==> config.mk <==
export PLATFORM = sky130hd
export DESIGN_NAME = register_access_arbiter_flat
export DESIGN_NICKNAME = d
export VERILOG_FILES = /design/src/rtl/register_access_arbiter_pkg.sv /design/src/rtl/register_access_arbiter_if.sv /design/src/rtl/register_access_arbiter_rr_pick.sv /design/src/rtl/register_access_arbiter.sv /design/src/flat_wrapper.sv
export SDC_FILE = /design/constraint.sdc
export NUM_CORES = 1
export LEC_CHECK = 0
export CAP_MARGIN = 20
export CORE_ASPECT_RATIO = 1.75
export CORE_UTILIZATION = 37
export DETAILED_ROUTE_END_ITERATION = 7
export GPL_ROUTABILITY_DRIVEN = 0
export PLACE_DENSITY = 0.82
export SLEW_MARGIN = 20
export SYNTH_ARGS = -nofsm -noshare
export SYNTH_HDL_FRONTEND = slang
export SYNTH_HIERARCHICAL = 1
export SYNTH_SLANG_ARGS = --single-unit
export TNS_END_PERCENT = 30
==> constraint.sdc <==
create_clock -name clk_i -period 2.65 [get_ports clk_i]
set_clock_uncertainty 0.05 [all_clocks]
set_input_delay 0.53 -clock clk_i [delete_from_list [all_inputs] [get_ports clk_i]]
set_output_delay 0.53 -clock clk_i [all_outputs]
set_load 0.02 [all_outputs]
==> src/rtl/register_access_arbiter_pkg.sv <==
// Shared definitions for the register access arbiter.
//   FS_*         FunSel codes understood by the shared 16-bit Register
//   arb_state_t  arbiter state: IDLE (no issue), ISSUE (RegE=1), LOCKED
//                (grant held by one requester; lock build only)
package reg_arb_pkg;

  localparam logic [2:0] FS_DEC    = 3'b000;
  localparam logic [2:0] FS_INC    = 3'b001;
  localparam logic [2:0] FS_LOAD   = 3'b010;
  localparam logic [2:0] FS_CLR    = 3'b011;
  localparam logic [2:0] FS_LOADL  = 3'b100;
  localparam logic [2:0] FS_LOADLK = 3'b101;
  localparam logic [2:0] FS_LOADH  = 3'b110;
  localparam logic [2:0] FS_SEXT   = 3'b111;

  typedef enum logic [1:0] {
    IDLE   = 2'd0,
    ISSUE  = 2'd1,
    LOCKED = 2'd2
  } arb_state_t;

endpackage

==> src/rtl/register_access_arbiter_if.sv <==
// Handshake/bus bundle between the requesters, the arbiter and the Register.
//   req          per-requester op request, held until ack
//   req_fun_sel  FunSel for requester k at [3k+2:3k]
//   req_data     I value for requester k at [DATA_W*k +: DATA_W]
//   req_lock     hold grant after this op (lock build only)
//   ack          one-hot pulse: op of requester k issued this cycle
//   grant_id     index of requester issued this cycle (held while idle)
//   busy         high whenever reg_e is high
//   reg_e / reg_fun_sel / reg_i   drive Register.E / FunSel / I
// Modports: master = requester side, slave = arbiter side.
interface register_access_arbiter_if #(
  parameter int NUM_REQ = 4,
  parameter int DATA_W  = 16
);
  localparam int IDX_W = $clog2(NUM_REQ);

  logic [NUM_REQ-1:0]        req;
  logic [3*NUM_REQ-1:0]      req_fun_sel;
  logic [DATA_W*NUM_REQ-1:0] req_data;
  logic [NUM_REQ-1:0]        req_lock;
  logic [NUM_REQ-1:0]        ack;
  logic [IDX_W-1:0]          grant_id;
  logic                      busy;
  logic                      reg_e;
  logic [2:0]                reg_fun_sel;
  logic [DATA_W-1:0]         reg_i;

  modport master (
    output req, req_fun_sel, req_data, req_lock,
    input  ack, grant_id, busy, reg_e, reg_fun_sel, reg_i
  );

  modport slave (
    input  req, req_fun_sel, req_data, req_lock,
    output ack, grant_id, busy, reg_e, reg_fun_sel, reg_i
  );

endinterface

==> src/rtl/register_access_arbiter_rr_pick.sv <==
// Combinational rotate-priority selector.
//   eligible_i  requesters that may be granted this edge
//   ptr_i       last granted index; search starts at ptr_i+1 and wraps
//   valid_o     at least one eligible requester
//   winner_o    first eligible index after ptr_i (ptr_i itself is lowest)
module rr_pick #(
  parameter int NUM_REQ = 4,
  parameter int IDX_W   = $clog2(NUM_REQ)
) (
  input  logic [NUM_REQ-1:0] eligible_i,
  input  logic [IDX_W-1:0]   ptr_i,
  output logic               valid_o,
  output logic [IDX_W-1:0]   winner_o
);

  // Scan from farthest to nearest so the nearest eligible index is written last.
  always_comb begin
    int idx;
    idx      = 0;
    valid_o  = 1'b0;
    winner_o = '0;
    for (int off = NUM_REQ; off >= 1; off--) begin
      idx = (int'(ptr_i) + off) % NUM_REQ;
      if (eligible_i[idx[IDX_W-1:0]]) begin
        valid_o  = 1'b1;
        winner_o = idx[IDX_W-1:0];
      end
    end
  end

endmodule

==> src/rtl/register_access_arbiter.sv <==
// Round-robin arbiter sharing one Register (E/FunSel/I) among NUM_REQ
// requesters. One op is issued per cycle at most; all outputs are registered.
//   clk_i  clock, rising edge
//   rst_i  asynchronous, active-high reset
//   bus    register_access_arbiter_if.slave (requests in, ack/grant/Register drive out)
// Build option: define REG_ARB_LOCK_EN to let a requester hold the grant via
// req_lock for up to LOCK_MAX consecutive ops. Without it req_lock is ignored.
module register_access_arbiter
  import reg_arb_pkg::*;
#(
  parameter int NUM_REQ  = 4,
  parameter int DATA_W   = 16,
  parameter int LOCK_MAX = 4
) (
  input logic                      clk_i,
  input logic                      rst_i,
  register_access_arbiter_if.slave bus
);

  localparam int IDX_W = $clog2(NUM_REQ);
  localparam int CNT_W = $clog2(LOCK_MAX + 1);

  arb_state_t          state_q, state_d;
  logic [IDX_W-1:0]    ptr_q, ptr_d;
  logic [IDX_W-1:0]    grant_q, grant_d;
  logic [NUM_REQ-1:0]  ack_q, ack_d;
  logic                reg_e_q, reg_e_d;
  logic [2:0]          fun_q, fun_d;
  logic [DATA_W-1:0]   data_q, data_d;
  logic [CNT_W-1:0]    lock_cnt_q, lock_cnt_d;

  logic [NUM_REQ-1:0]  elig;
  logic                pick_valid;
  logic [IDX_W-1:0]    pick_idx;

`ifdef REG_ARB_LOCK_EN
  // While locked the pointer always equals the lock owner, since only the
  // owner can be granted. Owner dropping Req releases the lock at that edge.
  logic lock_hold;
  assign lock_hold = (state_q == LOCKED) && bus.req[ptr_q];
`else
  logic lock_unused;
  assign lock_unused = ^{bus.req_lock, lock_cnt_q, state_q};
`endif

  // A requester acked this cycle still holds Req (or presents its next op),
  // so it is masked for one edge to avoid a double issue.
  always_comb begin
    elig = bus.req & ~ack_q;
`ifdef REG_ARB_LOCK_EN
    if (lock_hold) begin
      elig = elig & (NUM_REQ'(1) << ptr_q);
    end
`endif
  end

  rr_pick #(
    .NUM_REQ (NUM_REQ),
    .IDX_W   (IDX_W)
  ) u_pick (
    .eligible_i (elig),
    .ptr_i      (ptr_q),
    .valid_o    (pick_valid),
    .winner_o   (pick_idx)
  );

  always_comb begin
    state_d    = IDLE;
    ptr_d      = ptr_q;
    grant_d    = grant_q;
    ack_d      = '0;
    reg_e_d    = 1'b0;
    fun_d      = fun_q;
    data_d     = data_q;
    lock_cnt_d = lock_cnt_q;
    if (pick_valid) begin
      state_d         = ISSUE;
      ptr_d           = pick_idx;
      grant_d         = pick_idx;
      ack_d[pick_idx] = 1'b1;
      reg_e_d         = 1'b1;
      fun_d           = bus.req_fun_sel[3*pick_idx +: 3];
      data_d          = bus.req_data[DATA_W*pick_idx +: DATA_W];
`ifdef REG_ARB_LOCK_EN
      // The op that enters the lock counts; the LOCK_MAX-th op forces release.
      lock_cnt_d = '0;
      if (bus.req_lock[pick_idx] && (int'(lock_cnt_q) + 1 < LOCK_MAX)) begin
        state_d    = LOCKED;
        lock_cnt_d = lock_cnt_q + 1'b1;
      end
`endif
    end else begin
`ifdef REG_ARB_LOCK_EN
      if (lock_hold) begin
        state_d = LOCKED;
      end else begin
        lock_cnt_d = '0;
      end
`endif
    end
  end

  always_ff @(posedge clk_i or posedge rst_i) begin
    if (rst_i) begin
      state_q    <= IDLE;
      ptr_q      <= IDX_W'(NUM_REQ - 1);
      grant_q    <= '0;
      ack_q      <= '0;
      reg_e_q    <= 1'b0;
      fun_q      <= '0;
      data_q     <= '0;
      lock_cnt_q <= '0;
    end else begin
      state_q    <= state_d;
      ptr_q      <= ptr_d;
      grant_q    <= grant_d;
      ack_q      <= ack_d;
      reg_e_q    <= reg_e_d;
      fun_q      <= fun_d;
      data_q     <= data_d;
      lock_cnt_q <= lock_cnt_d;
    end
  end

  assign bus.ack         = ack_q;
  assign bus.grant_id    = grant_q;
  assign bus.busy        = reg_e_q;
  assign bus.reg_e       = reg_e_q;
  assign bus.reg_fun_sel = fun_q;
  assign bus.reg_i       = data_q;

endmodule

==> src/flat_wrapper.sv <==
// flat-port wrapper written by rule: the top's interface ports become plain ports
module register_access_arbiter_flat import reg_arb_pkg::*;
#(
  parameter int NUM_REQ  = 4,
  parameter int DATA_W   = 16,
  parameter int LOCK_MAX = 4
)
  (clk_i, rst_i, bus_req, bus_req_fun_sel, bus_req_data, bus_req_lock, bus_ack, bus_grant_id, bus_busy, bus_reg_e, bus_reg_fun_sel, bus_reg_i);
  register_access_arbiter_if #(.NUM_REQ(NUM_REQ), .DATA_W(DATA_W)) bus_i ();
  input logic clk_i;
  input logic rst_i;
  input wire logic [$bits(bus_i.req)-1:0] bus_req;
  input wire logic [$bits(bus_i.req_fun_sel)-1:0] bus_req_fun_sel;
  input wire logic [$bits(bus_i.req_data)-1:0] bus_req_data;
  input wire logic [$bits(bus_i.req_lock)-1:0] bus_req_lock;
  output wire logic [$bits(bus_i.ack)-1:0] bus_ack;
  output wire logic [$bits(bus_i.grant_id)-1:0] bus_grant_id;
  output wire logic [$bits(bus_i.busy)-1:0] bus_busy;
  output wire logic [$bits(bus_i.reg_e)-1:0] bus_reg_e;
  output wire logic [$bits(bus_i.reg_fun_sel)-1:0] bus_reg_fun_sel;
  output wire logic [$bits(bus_i.reg_i)-1:0] bus_reg_i;
  assign bus_i.req = bus_req;
  assign bus_i.req_fun_sel = bus_req_fun_sel;
  assign bus_i.req_data = bus_req_data;
  assign bus_i.req_lock = bus_req_lock;
  assign bus_ack = bus_i.ack;
  assign bus_grant_id = bus_i.grant_id;
  assign bus_busy = bus_i.busy;
  assign bus_reg_e = bus_i.reg_e;
  assign bus_reg_fun_sel = bus_i.reg_fun_sel;
  assign bus_reg_i = bus_i.reg_i;
  register_access_arbiter #(.NUM_REQ(NUM_REQ), .DATA_W(DATA_W), .LOCK_MAX(LOCK_MAX)) u_core (.clk_i(clk_i), .rst_i(rst_i), .bus(bus_i));
endmodule
==> metrics.yaml <==
floorplanning:
  initial_core_util_pct: 39.1
  core_mm2: 0.00448
  die_area_mm2: 0.00504
  die_x_um: 54.1
  die_y_um: 93.1
  ios: 113
  rows: 32
timing:
  worst_pin_slew_ns: 0.362
  setup_tns_ns: 0
  setup_viol: 0
  rsz0062_at_grt: "no"
  finalWorstSetupSlack_ns: 0.333
  fin_crit_sh_pct: 87.4
  max_freq_mhz: 432
  finalHoldViolations: 0
  relSlewSlack_pct: 75.8
  min_period_ns: 2.32
  slew_violations: 0
global_route:
  grt_max_degree: 29
  grt_pass1_vias: 1708
  antenna_found_initial: 0
  grt_usage_pct: 21.4
  grt_overflow: 0
  grt_pass1_wl_um: 7910
route:
  wl_per_cell_um: 15.1
  drc: 0
  vias: 1705
  antenna_left: 0
  postRouteWirelength_um: 5010
  first_iter_violations: 22
  dr.pass1.iters: 4
  viasPerCell: 5.15
setup_path:
  arrival_ns: 2.48
  worstSetupPathType: "input pin to flop"
  crit_fanout: 7
  cp_data_required_time_ns: 2.81
  worstSetupStartpointType: "input pin"
  end_kind: "flop"
synthesis:
  async_flop_share_pct: 100
  synthXorXnorAreaFrac_pct: 0
  synthAdderAreaFrac_pct: 0
  syn_area_mm2: 0.00176
  synth_seq_cells: 28
  syn_nets: 257
  synth_top_family_by_area: "compound AO/OA/AOI/OAI gates"
  synth_flop_cell: "dfrtp_1"
  syn_avg_cell_area_um2: 10.3
  ys_seq_area_share_pct: 40.1
  synth_cells: 171
  synth.distinct_cells: 26
  yosys.area_share.simple_pct: 15.8
  synth_warnings: 6
  synth_edf_count: 0
  synth_compound_area_share_pct: 24.6
  muxShareOfSynthArea_pct: 11.4
placement:
  dp.cells: 327
  io_buffers: 108
  place_ws_ns: 0.0454
  dp.final_hpwl_um: 3950
clock_network:
  root_buffer: "clkbuf_8"
  cts.sinks: 28
  cts_max_path_buffers: 2
  holdBufCountCts: 0
  ctsResizeCount: 0
  post-cts-setup-buffer-count: 0
  clkSlewWorstSetupHoldPaths_ns: 0.10
  cts_tree: "yes"
  insertion_delay_ns: 0.27
  cts.htree.levels: 1
  numCtsBuffers: 3
run_status:
  status: "completed"
pwr:
  p_per_area_mw_per_mm2: 1050
  peakVddDrop_v: 0.000673
  leakagePower_uw: 0.00119
finish:
  drive_gt1_share_pct: 11.8
  seq_area_um2: 703
  syn2layout_area_growth_pct: 68.4
  n_fill_cell: 386
  multiInputGateArea_um2: 921
  layout.cells.non_filler: 331
  n_antenna_cell: 0
  nets: 367
run:
  cap_violations: 0
worst_hold_path:
  holdCritPathClass: "flop to flop"
[state kept, by name, indices dropped and copies added (netlist names)]
name / count
u_core/bus.reg_i: 16
u_core/bus.ack: 4
u_core/bus.reg_fun_sel: 3
u_core/ptr_q: 2
u_core/bus.busy: 1
u_core/bus.grant_id: 2
[worst max-delay path, cell delays in order]
cell,delay (ns)
clkdlybuf4s50_1,0.45
nor2b_1,0.26
and2b_1,0.21
a21oi_2,0.04
o221ai_2,0.29
nor2b_4,0.08
buf_4,0.18
a221oi_1,0.29
o21a_1,0.16
[synth_stat cells, types with 5 or more instances]
library cell / n / share of area [%]
buf_6: 6 / 3.8
a221oi_1: 5 / 2.5
inv_1: 8 / 1.7
o21a_1: 15 / 6.4
dfrtp_1: 26 / 37
a221oi_2: 10 / 8.6
mux2i_1: 20 / 11
nor2_1: 20 / 4.3
nor2b_1: 19 / 6.8
[per-stage QoR]
step | util [%] | instance area (um^2) | hold slack (ns) | total power [uW]
after detailed placement | 64.7 | 2900 | 0.449 | 2870
after global routing | 65.9 | 2960 | 0.500 | 3310
final | 65.9 | 2960 | 0.467 | 3100
after global placement | 64.7 | 2900 | 0.447 | 2830
after CTS | 65.9 | 2960 | 0.468 | 3140
after floorplan | - | 1760 | 0.432 | 2120
[metal layers]
metal,track usage (%),share of wire (%)
met5,0,0
met4,8.33,2.9
met3,1.46,4.8
met2,40.9,56
met1,22.4,36
[where the power goes]
part / switching (uW) / internal [uW]
combinational: 1030 / 1040
sequential: 115 / 650
clock: 127 / 133
[path summary, 6_finish.rpt]
check | start | end | slack, ns | cells after the start
max | bus_req[3] | u_core/bus.reg_i[10]$_DFFE_PP0P_ | 0.33 | 9
min | u_core/ptr_q[0]$_DFFE_PP1P_ | u_core/ptr_q[0]$_DFFE_PP1P_ | 0.47 | 2
max reg2reg | u_core/bus.ack[3]$_DFF_PP0_ | u_core/bus.reg_i[10]$_DFFE_PP0P_ | 0.67 | 8
min reg2reg | u_core/ptr_q[0]$_DFFE_PP1P_ | u_core/ptr_q[0]$_DFFE_PP1P_ | 0.47 | 2
max in group asynchronous | rst_i | u_core/ptr_q[0]$_DFFE_PP1P_ | 1.68 | 3
min in group asynchronous | rst_i | u_core/bus.ack[2]$_DFF_PP0_ | 0.56 | 3
[cells by family (layout without fill, tap and decap cells)]
family / Yosys count / after routing
AOI/OAI and AO/OA: 47 / 47
buffers and inverters: 23 / 132
DFF: 28 / 28
muxes: 20 / 20
and+or+nand+nor: 53 / 53
[cell type report]
| cell class | instances | area share, % |
|---|---|---|
| flip-flops and latches | 28 | 23.8 |
| inverters | 8 | 1.02 |
| clock buffers | 4 | 1.86 |
| repair buffers | 120 | 40.0 |
| multi-input cells | 120 | 31.1 |
| well taps | 51 | 2.16 |
[placed cells by master (no fill, tap or decap), types with 2 or more instances in the layout]
cell,synthesis,layout
a221oi_1,5,5
buf_4,2,11
dfstp_2,2,2
a221oi_2,10,10
inv_1,8,8
clkbuf_8,0,4
o21a_1,15,15
nand2b_1,3,3
mux2i_1,20,20
o32ai_1,4,4
nand2_1,4,4
o21ai_0,4,4
nor2_1,20,20
dfrtp_1,26,26
a211oi_1,4,4
nor2b_1,19,19
nor3_1,4,4
clkdlybuf4s50_1,0,108
Note: power is estimated with default switching activity, not from simulation.
